## src/rtl/hazard_pkg.sv

```systemverilog
// Shared definitions for the branch/hazard controller: compare opcodes and FSM states.
package hazard_pkg;

    localparam int OP_BEQ = 5'b01000;
    localparam int OP_BGT = 5'b01001;
    localparam int OP_BLT = 5'b01010;
    localparam int OP_BNE = 5'b01011;

    typedef enum logic [1:0] {
        IDLE  = 2'd0,
        FLUSH = 2'd1,
        STALL = 2'd2
    } hz_state_t;

endpackage

```

## src/rtl/branch_hazard_ctrl_if.sv

```systemverilog
// Execute/Decode-side view of the branch/hazard controller: pipeline inputs and PC/flush/stall outputs.
interface branch_hazard_ctrl_if #(
    parameter int DATA_W = 32,
    parameter int OP_W   = 5,
    parameter int REG_W  = 4,
    parameter int CNT_W  = 16
);
    logic              branchE;
    logic [OP_W-1:0]   opCode;
    logic [DATA_W-1:0] opeA;
    logic [DATA_W-1:0] opeB;
    logic              memReadE;
    logic [REG_W-1:0]  rdE;
    logic [REG_W-1:0]  rs1D;
    logic [REG_W-1:0]  rs2D;
    logic              select_pc;
    logic              flush;
    logic              stall;
    logic [CNT_W-1:0]  taken_cnt;

    modport master (
        output branchE, opCode, opeA, opeB, memReadE, rdE, rs1D, rs2D,
        input  select_pc, flush, stall, taken_cnt
    );

    modport slave (
        input  branchE, opCode, opeA, opeB, memReadE, rdE, rs1D, rs2D,
        output select_pc, flush, stall, taken_cnt
    );
endinterface

```

## src/rtl/branch_cmp.sv

```systemverilog
// Combinational branch condition evaluator for the four compare opcodes.
module branch_cmp
    import hazard_pkg::*;
#(
    parameter int DATA_W     = 32,
    parameter int OP_W       = 5,
    parameter bit SIGNED_CMP = 1'b1
) (
    input  logic [OP_W-1:0]   opcode,
    input  logic [DATA_W-1:0] ope_a,
    input  logic [DATA_W-1:0] ope_b,
    output logic              cond
);

    logic gt;
    logic lt;

    generate
        if (SIGNED_CMP) begin : g_signed
            assign gt = $signed(ope_a) > $signed(ope_b);
            assign lt = $signed(ope_a) < $signed(ope_b);
        end else begin : g_unsigned
            assign gt = ope_a > ope_b;
            assign lt = ope_a < ope_b;
        end
    endgenerate

    // Unknown opcodes never resolve as taken.
    always_comb begin
        cond = 1'b0;
        case (opcode)
            OP_W'(OP_BEQ): cond = (ope_a == ope_b);
            OP_W'(OP_BGT): cond = gt;
            OP_W'(OP_BLT): cond = lt;
            OP_W'(OP_BNE): cond = (ope_a != ope_b);
            default:       cond = 1'b0;
        endcase
    end

endmodule

```

## src/rtl/branch_hazard_ctrl.sv

```systemverilog
// Branch resolution and load-use hazard controller: drives PC select, multi-cycle flush and stall.
module branch_hazard_ctrl
    import hazard_pkg::*;
#(
    parameter int DATA_W      = 32,
    parameter int OP_W        = 5,
    parameter int REG_W       = 4,
    parameter int FLUSH_DEPTH = 2,
    parameter int LOAD_LAT    = 1,
    parameter bit SIGNED_CMP  = 1'b1,
    parameter int CNT_W       = 16
) (
    input logic                 clk,
    input logic                 rst,
    branch_hazard_ctrl_if.slave bus
);

    localparam logic [15:0] FLUSH_LOAD = (FLUSH_DEPTH > 1) ? 16'(FLUSH_DEPTH - 2) : 16'd0;
    localparam logic [15:0] STALL_LOAD = (LOAD_LAT > 1)    ? 16'(LOAD_LAT - 2)    : 16'd0;

    hz_state_t        state_reg;
    logic [15:0]      cnt_reg;
    logic [CNT_W-1:0] taken_cnt_reg;
    logic             cond;
    logic             taken;
    logic             hazard;

    branch_cmp #(
        .DATA_W     (DATA_W),
        .OP_W       (OP_W),
        .SIGNED_CMP (SIGNED_CMP)
    ) u_cmp (
        .opcode (bus.opCode),
        .ope_a  (bus.opeA),
        .ope_b  (bus.opeB),
        .cond   (cond)
    );

    // Branches seen during FLUSH are squashed bubbles and must not redirect the PC.
    assign taken  = !rst && bus.branchE && cond && (state_reg != FLUSH);
    assign hazard = bus.memReadE && (bus.rdE != REG_W'(0)) &&
                    ((bus.rdE == bus.rs1D) || (bus.rdE == bus.rs2D));

    // Outputs are combinational so the redirect and first flush/stall cycle land in the resolve cycle.
    assign bus.select_pc = taken;
    assign bus.flush     = !rst && (taken || (state_reg == FLUSH));
    assign bus.stall     = !rst && !taken &&
                           (((state_reg == IDLE) && hazard) || (state_reg == STALL));
    assign bus.taken_cnt = rst ? '0 : taken_cnt_reg;

    always_ff @(posedge clk) begin
        if (rst) begin
            state_reg     <= IDLE;
            cnt_reg       <= '0;
            taken_cnt_reg <= '0;
        end else begin
            if (taken && (taken_cnt_reg != '1)) begin
                taken_cnt_reg <= taken_cnt_reg + CNT_W'(1);
            end

            case (state_reg)
                IDLE: begin
                    if (taken) begin
                        if (FLUSH_DEPTH > 1) begin
                            state_reg <= FLUSH;
                            cnt_reg   <= FLUSH_LOAD;
                        end
                    end else if (hazard && (LOAD_LAT > 1)) begin
                        state_reg <= STALL;
                        cnt_reg   <= STALL_LOAD;
                    end
                end
                FLUSH: begin
                    if (cnt_reg == 16'd0) begin
                        state_reg <= IDLE;
                    end else begin
                        cnt_reg <= cnt_reg - 16'd1;
                    end
                end
                STALL: begin
                    // A taken branch squashes the stalled consumer and restarts as a flush.
                    if (taken) begin
                        if (FLUSH_DEPTH > 1) begin
                            state_reg <= FLUSH;
                            cnt_reg   <= FLUSH_LOAD;
                        end else begin
                            state_reg <= IDLE;
                        end
                    end else if (cnt_reg == 16'd0) begin
                        state_reg <= IDLE;
                    end else begin
                        cnt_reg <= cnt_reg - 16'd1;
                    end
                end
                default: begin
                    state_reg <= IDLE;
                    cnt_reg   <= '0;
                end
            endcase
        end
    end

endmodule

```

## src/flat_wrapper.sv

```systemverilog
// flat-port wrapper written by rule: the top's interface ports become plain ports
module branch_hazard_ctrl_flat import hazard_pkg::*;
#(
    parameter int DATA_W      = 32,
    parameter int OP_W        = 5,
    parameter int REG_W       = 4,
    parameter int FLUSH_DEPTH = 2,
    parameter int LOAD_LAT    = 1,
    parameter bit SIGNED_CMP  = 1'b1,
    parameter int CNT_W       = 16
)
  (clk, rst, bus_branchE, bus_opCode, bus_opeA, bus_opeB, bus_memReadE, bus_rdE, bus_rs1D, bus_rs2D, bus_select_pc, bus_flush, bus_stall, bus_taken_cnt);
  branch_hazard_ctrl_if #(.DATA_W(DATA_W), .OP_W(OP_W), .REG_W(REG_W), .CNT_W(CNT_W)) bus_i ();
  input logic clk;
  input logic rst;
  input wire logic [$bits(bus_i.branchE)-1:0] bus_branchE;
  input wire logic [$bits(bus_i.opCode)-1:0] bus_opCode;
  input wire logic [$bits(bus_i.opeA)-1:0] bus_opeA;
  input wire logic [$bits(bus_i.opeB)-1:0] bus_opeB;
  input wire logic [$bits(bus_i.memReadE)-1:0] bus_memReadE;
  input wire logic [$bits(bus_i.rdE)-1:0] bus_rdE;
  input wire logic [$bits(bus_i.rs1D)-1:0] bus_rs1D;
  input wire logic [$bits(bus_i.rs2D)-1:0] bus_rs2D;
  output wire logic [$bits(bus_i.select_pc)-1:0] bus_select_pc;
  output wire logic [$bits(bus_i.flush)-1:0] bus_flush;
  output wire logic [$bits(bus_i.stall)-1:0] bus_stall;
  output wire logic [$bits(bus_i.taken_cnt)-1:0] bus_taken_cnt;
  assign bus_i.branchE = bus_branchE;
  assign bus_i.opCode = bus_opCode;
  assign bus_i.opeA = bus_opeA;
  assign bus_i.opeB = bus_opeB;
  assign bus_i.memReadE = bus_memReadE;
  assign bus_i.rdE = bus_rdE;
  assign bus_i.rs1D = bus_rs1D;
  assign bus_i.rs2D = bus_rs2D;
  assign bus_select_pc = bus_i.select_pc;
  assign bus_flush = bus_i.flush;
  assign bus_stall = bus_i.stall;
  assign bus_taken_cnt = bus_i.taken_cnt;
  branch_hazard_ctrl #(.DATA_W(DATA_W), .OP_W(OP_W), .REG_W(REG_W), .FLUSH_DEPTH(FLUSH_DEPTH), .LOAD_LAT(LOAD_LAT), .SIGNED_CMP(SIGNED_CMP), .CNT_W(CNT_W)) u_core (.clk(clk), .rst(rst), .bus(bus_i));
endmodule
```

## config.mk

```make
export PLATFORM = sky130hd
export DESIGN_NAME = branch_hazard_ctrl_flat
export DESIGN_NICKNAME = d
export VERILOG_FILES = /design/src/rtl/hazard_pkg.sv /design/src/rtl/branch_hazard_ctrl_if.sv /design/src/rtl/branch_cmp.sv /design/src/rtl/branch_hazard_ctrl.sv /design/src/flat_wrapper.sv
export SDC_FILE = /design/constraint.sdc
export NUM_CORES = 1
export LEC_CHECK = 0
export CAP_MARGIN = 20
export CORE_ASPECT_RATIO = 0.9
export CORE_MARGIN = 2
export CORE_UTILIZATION = 46
export DETAILED_ROUTE_END_ITERATION = 6
export PLACE_DENSITY_LB_ADDON = 0.12
export SETUP_SLACK_MARGIN = 0.15
export SYNTH_ARGS = -nofsm -noshare
export SYNTH_HDL_FRONTEND = slang
export SYNTH_HIERARCHICAL = 1
export SYNTH_SLANG_ARGS = --single-unit
```

## constraint.sdc

```tcl
create_clock -name clk -period 5.4 [get_ports clk]
set_input_delay 0.81 -clock clk [delete_from_list [all_inputs] [get_ports clk]]
set_output_delay 0.81 -clock clk [all_outputs]
set_load 0.01 [all_outputs]
```

=== Yosys cells after proc, flatten, opt, wreduce, memory -nomap -nowiden ===
Cells that the tools add are included.
W data, S select, Z words.

* Output and inout bits: 19
* Register bits: 34
* Bits of input ports: 85

* Mux-type cells: 10
* Add/sub/neg operators: 2
* Eq/ne operators: 13
* Reduce and logical (&&, ||, !) cells: 18
* Magnitude comparators: 2

{| class="wikitable"
|+ Operator list
! kind !! count
|-
| $mux W16 || 4
|-
| $pmux W16 S3 || 1
|-
| $eq A32 B32 Y1 || 1
|-
| $gt A32 B32 Y1 || 1
|-
| $lt A32 B32 Y1 || 1
|-
| $ne A32 B32 Y1 || 1
|-
| $eq A5 B4 Y1 const B || 4
|-
| $add A16 B1 Y16 const B || 1
|-
| $logic_not A16 Y1 || 1
|-
| $ne A16 B16 Y1 const B || 1
|-
| $sub A16 B1 Y16 const B || 1
|-
| $logic_and A1 B1 Y1 || 10
|-
| $eq A4 B4 Y1 || 2
|-
| $mux W2 || 3
|-
| $pmux W2 S3 || 1
|-
| $ne A2 B1 Y1 const B || 2
|-
| $pmux W1 S4 || 1
|-
| $reduce_bool A4 Y1 || 1
|-
| $logic_or A1 B1 Y1 || 3
|-
| $eq A2 B1 Y1 const B || 1
|-
| $eq A2 B2 Y1 const B || 1
|-
| $logic_not A1 Y1 || 2
|-
| $logic_not A2 Y1 || 1
|}

=== Logic depth before layout (Yosys ltp) ===
* Depth after elaboration: 7
* Mapped depth: 15

=== Cells and area by module ===
Netlist, hierarchy kept.

{| class="wikitable"
|+ Modules (own cells, without submodules)
! module !! cells an instance !! area an instance (µm²) !! instances
|-
| branch_hazard_ctrl || 256 || 2119.5 || 1
|-
| branch_cmp || 126 || 914.6 || 1
|}

=== Least setup slack after synthesis ===
OpenSTA, ideal clock, no wires.

* Kind: input -> output
* Start point: input bus_opeB[14]
* End point: output bus_stall
* Slack: 0.896 ns
* Stages: 13
* Buffers on the path: 2
* Arrival: 3.694 ns
* Path through: inv_1 ha_1 nand4_2 or4b_4 or4_4 a211oi_1 a2bb2oi_1 nand2b_1 and3b_1 clkbuf_1 clkbuf_1 nor2_1 o21a_1

* Word-level cells in the longest chain between the ends: 7
* Elaborated cells on any way between the ends: 10

{| class="wikitable"
|+ Ends and longest elaborated chain
! what !! RTL line !! RTL
|-
| from (decl) || flat_wrapper.sv:19 || <nowiki>input wire logic [$bits(bus_i.opeB)-1:0] bus_opeB;</nowiki>
|-
| $lt A32 B32 Y1, or another cell as far along || branch_cmp.sv:21 || <nowiki>assign lt = $signed(ope_a) < $signed(ope_b);</nowiki>
|-
| $pmux W1 S4 (*) || branch_cmp.sv:31 || <nowiki>case (opcode)</nowiki>
|-
| named net u_core.cond || branch_hazard_ctrl.sv:24 || <nowiki>logic cond;</nowiki>
|-
| $logic_and A1 B1 Y1 (*) (2 in a row) || branch_hazard_ctrl.sv:40 || <nowiki>assign taken = !rst && bus.branchE && cond && (state_reg != FLUSH);</nowiki>
|-
| $logic_not A1 Y1 (*) || branch_hazard_ctrl.sv:47 || <nowiki>assign bus.stall = !rst && !taken &&</nowiki>
|-
| $logic_and A1 B1 Y1 (*) (2 in a row) || branch_hazard_ctrl.sv:47 ||
|-
| to (decl) || flat_wrapper.sv:26 || <nowiki>output wire logic [$bits(bus_i.stall)-1:0] bus_stall;</nowiki>
|}

The timed path passes the listed nets; every way through them passes the cells marked *.

=== Worst setup path in the final report ===
* Start point: input bus_opeB[14]
* End point: output bus_select_pc

* Word-level cells in the longest chain between the ends: 4
* Elaborated cells on any way between the ends: 7

{| class="wikitable"
|+ Ends and longest elaborated chain
! what !! RTL line !! RTL
|-
| $lt A32 B32 Y1, or another cell as far along || branch_cmp.sv:21 ||
|-
| $pmux W1 S4 (*) || branch_cmp.sv:31 ||
|-
| named net u_core.cond || branch_hazard_ctrl.sv:24 ||
|-
| $logic_and A1 B1 Y1 (*) (2 in a row) || branch_hazard_ctrl.sv:40 ||
|-
| to (decl) || flat_wrapper.sv:24 || <nowiki>output wire logic [$bits(bus_i.select_pc)-1:0] bus_select_pc;</nowiki>
|}

Marked as above.

==> flow_metrics.tcl <==
set metrics [dict create \
    wl_met1_um 3230 \
    drt_iter0_markers 140 \
    fp.dieH_um 81.0 \
    critical-path-top-delay-family "simple AND/OR/NAND/NOR gates" \
    grt_pass1_wl_um 12200 \
    power_density_mw_per_mm2 147 \
    drt-total-wl_um 7590 \
    synth_fp_nets 505 \
    synth_edf_count 0 \
    syn2layout_area_growth_pct 42.0 \
    grt_max_degree 24 \
    ys.warnings.count 6 \
    min_period_over_period_pct 93.8 \
    io_buffers 103 \
    power.leakage_nw 1.80 \
    yosysMostFrequentCell "inv_1" \
    rsz0062_at_grt "false" \
    setup_viol 0 \
    top_layer "met4" \
    dpl.cell_count 570 \
    whs_ns 0.491 \
    routed-via-count 3227 \
    viasPerCell 5.56 \
    final_cells 580 \
    diodes 0 \
    critical_path_class "in2out" \
    yosysTopAreaCell "dfxtp_1" \
    hpwl_um 6100 \
    ys.flop_type "dfxtp_1" \
    grt_pass1_vias 2972 \
    cpPeakStageDelay_ns 0.57 \
    status "finished clean" \
    postCtsHoldBufs 0 \
    synthTopCellsByArea "dfxtp_1 (22%), ha_1 (16%), a21oi_1 (5.6%)" \
    drc 0 \
    synthArstFlopShare_pct 0 \
    cts_made_buffers 5 \
    crit_path_cell_trace "clkdlybuf4s50_1 -> inv_1 -> ha_1 -> nand4_2 -> or4b_4 -> or4_4 -> a211oi_2 -> a2bb2oi_1 -> nand2b_1 -> nand4bb_1 -> inv_2 -> clkdlybuf4s50_1" \
    clock_sink_count 34 \
    root_buffer "clkbuf_8" \
    synthesis.instances 382 \
    startpoint_type "input pin" \
    min_path_type "reg2reg" \
    fin_setup_tns_ns 0 \
    crit_slowest_cell "or4b_4" \
    min_period_ns 5.06 \
    fmax_mhz 197 \
    core_sq_mm 0.00648 \
    power_mw 0.634 \
    slew_headroom_pct 34.4 \
    synth_top_area_share_pct 22.4 \
    io_pins 104 \
    path_common_cell "clkdlybuf4s50_1" \
    synth_common_cells "inv_1 (43), ha_1 (38), a21oi_1 (34), dfxtp_1 (34), nor2_1 (25)" \
    maxSlewViolCount 0 \
    final_hold_viol_count 0 \
    gp_congestion 0.903 \
    clk_pin_slew_worst_paths_ns 0.07 \
    crit_required_ns 4.59 \
    synth-seq-area-share_pct 22.4 \
    reg2reg_from "u_core/state_reg[1]" \
    ys_types 55 \
    route.met3.wl_um 446 \
    vdd_drop_max_uv 78.1 \
    cts_htree_levels 2 \
    synth_area_per_cell_sq_um 7.94 \
    clockBufferDepth 2 \
    antenna_found_initial 0 \
    worstSetupStartpoint "bus_opeB[14]" \
    critPathArrivalTime_ns 4.25 \
    die_area_sq_mm 0.00726 \
    cap_viol_max_count 0 \
    pre_cts_ws_ns 0.288 \
    synth_area_sq_mm 0.00303 \
    worst_pin_slew_ns 0.981 \
    drive_gt1_share_pct 7.35 \
    crit_buf_inv 4 \
    setup_slack_ns 0.336 \
    clock_skew_ns 0.00757 \
    clk_latency_ns 0.29 \
    dr_wl_met2_um 3800 \
    end_kind "primary output" \
    rows 28 \
    start_util_pct 46.8 \
    dr.pass1.iters 4 \
    hold_start "u_core/cnt_reg[11]" \
    gr-total-overflow 0 \
    die_w_um 89.6 \
    cp_max_fo 4 \
    wl_per_cell_um 13.1 \
    synth-seq-cells 34 \
    postRouteAntennaNets 0 \
    cts_tree "built" \
    layout.nets 612 \
    track_usage_pct 20.4 \
]
-- metal layers --
metal	vias to the layer above	GRT usage (%)
met1	1485	23.5
met3	9	5.69
met2	79	36.9
met5	-	0
li1	1654	-
met4	0	5.37
-- path summary, 6_finish.rpt --
kind | endpoint | slack (ns) | depth (start not counted)
max reg2reg | u_core/taken_cnt_reg[8] | 2.97 | 8
min | u_core/cnt_reg[11] | 0.49 | 1
max | bus_select_pc | 0.34 | 12
min reg2reg | u_core/cnt_reg[11] | 0.49 | 1
-- worst reg2reg max path, stage by stage (launching register included) --
cell and delay, ns:
dfxtp_1 0.37, inv_1 0.10, ha_1 0.23, nand4bb_1 0.28, buf_4 0.19, buf_4 0.14, or3_1 0.45, nor3_1 0.22
mux2_2 0.35
-- area by class of cell --
cell class,instances,area [sq um]
Clock inverter,1,30.0
Timing Repair Buffer,108,1070
Clock buffer,7,76.3
Sequential cell,34,681
Inverter,43,161
Multi-Input combinational cell,297,2180
Tap cell,90,113
Fill cell,552,2170
-- power breakdown --
part | internal, mW | switching [mW]
clock | 0.138 | 0.0927
combinational | 0.0904 | 0.0606
sequential | 0.251 | 0.000577
total | 0.480 | 0.154
-- what timing repair did --
action | 4_1_cts | 5_1_grt
setup endpoints to repair | 0 | 2
resized for setup | 0 | 5
setup buffers | 0 | 2
-- per-stage QoR --
step,cell area [sq um],utilization [%]
4_1_cts,4280,66.0
5_1_grt,4310,66.5
3_5_place_dp,4170,64.3
6_report,4310,66.5
3_3_place_gp,4170,64.3
2_1_floorplan,3030,-
-- kinds of logic after synthesis --
| family | Yosys count | synth area share (%) |
|---|---|---|
| AOI/OAI and AO/OA | 89 | 18.9 |
| xor gates and xnor gates | 8 | 2.31 |
| adders and majority gates | 38 | 15.7 |
| buffers and inverters | 51 | 6.31 |
| DFF | 34 | 22.4 |
| muxes | 11 | 4.04 |
| and+or+nand+nor | 151 | 30.3 |
-- layout by cell type, fill, tap and decap left out, types with 4 or more instances in the layout --
cell             netlist  layout
nand3_1               13      13
nor2_1                25      25
o21ai_0               13      13
nand2_1               20      20
a21oi_1               34      34
or4_1                 11      10
nand4_1               15      15
or3_1                  6       6
or4_4                  3       4
nor4_1                 7       6
a21o_1                 4       4
nor4_2                 3       4
xnor2_1                8       8
nor3_1                 9       9
buf_4                  0       5
dfxtp_1               34      34
ha_1                  38      38
o211ai_1               4       4
o31ai_1                6       6
clkdlybuf4s50_1        0     102
nor2b_1               16      16
inv_1                 43      42
mux2_2                10      10
clkbuf_8               0       5
No activity file was read; power rests on OpenSTA's default activity.
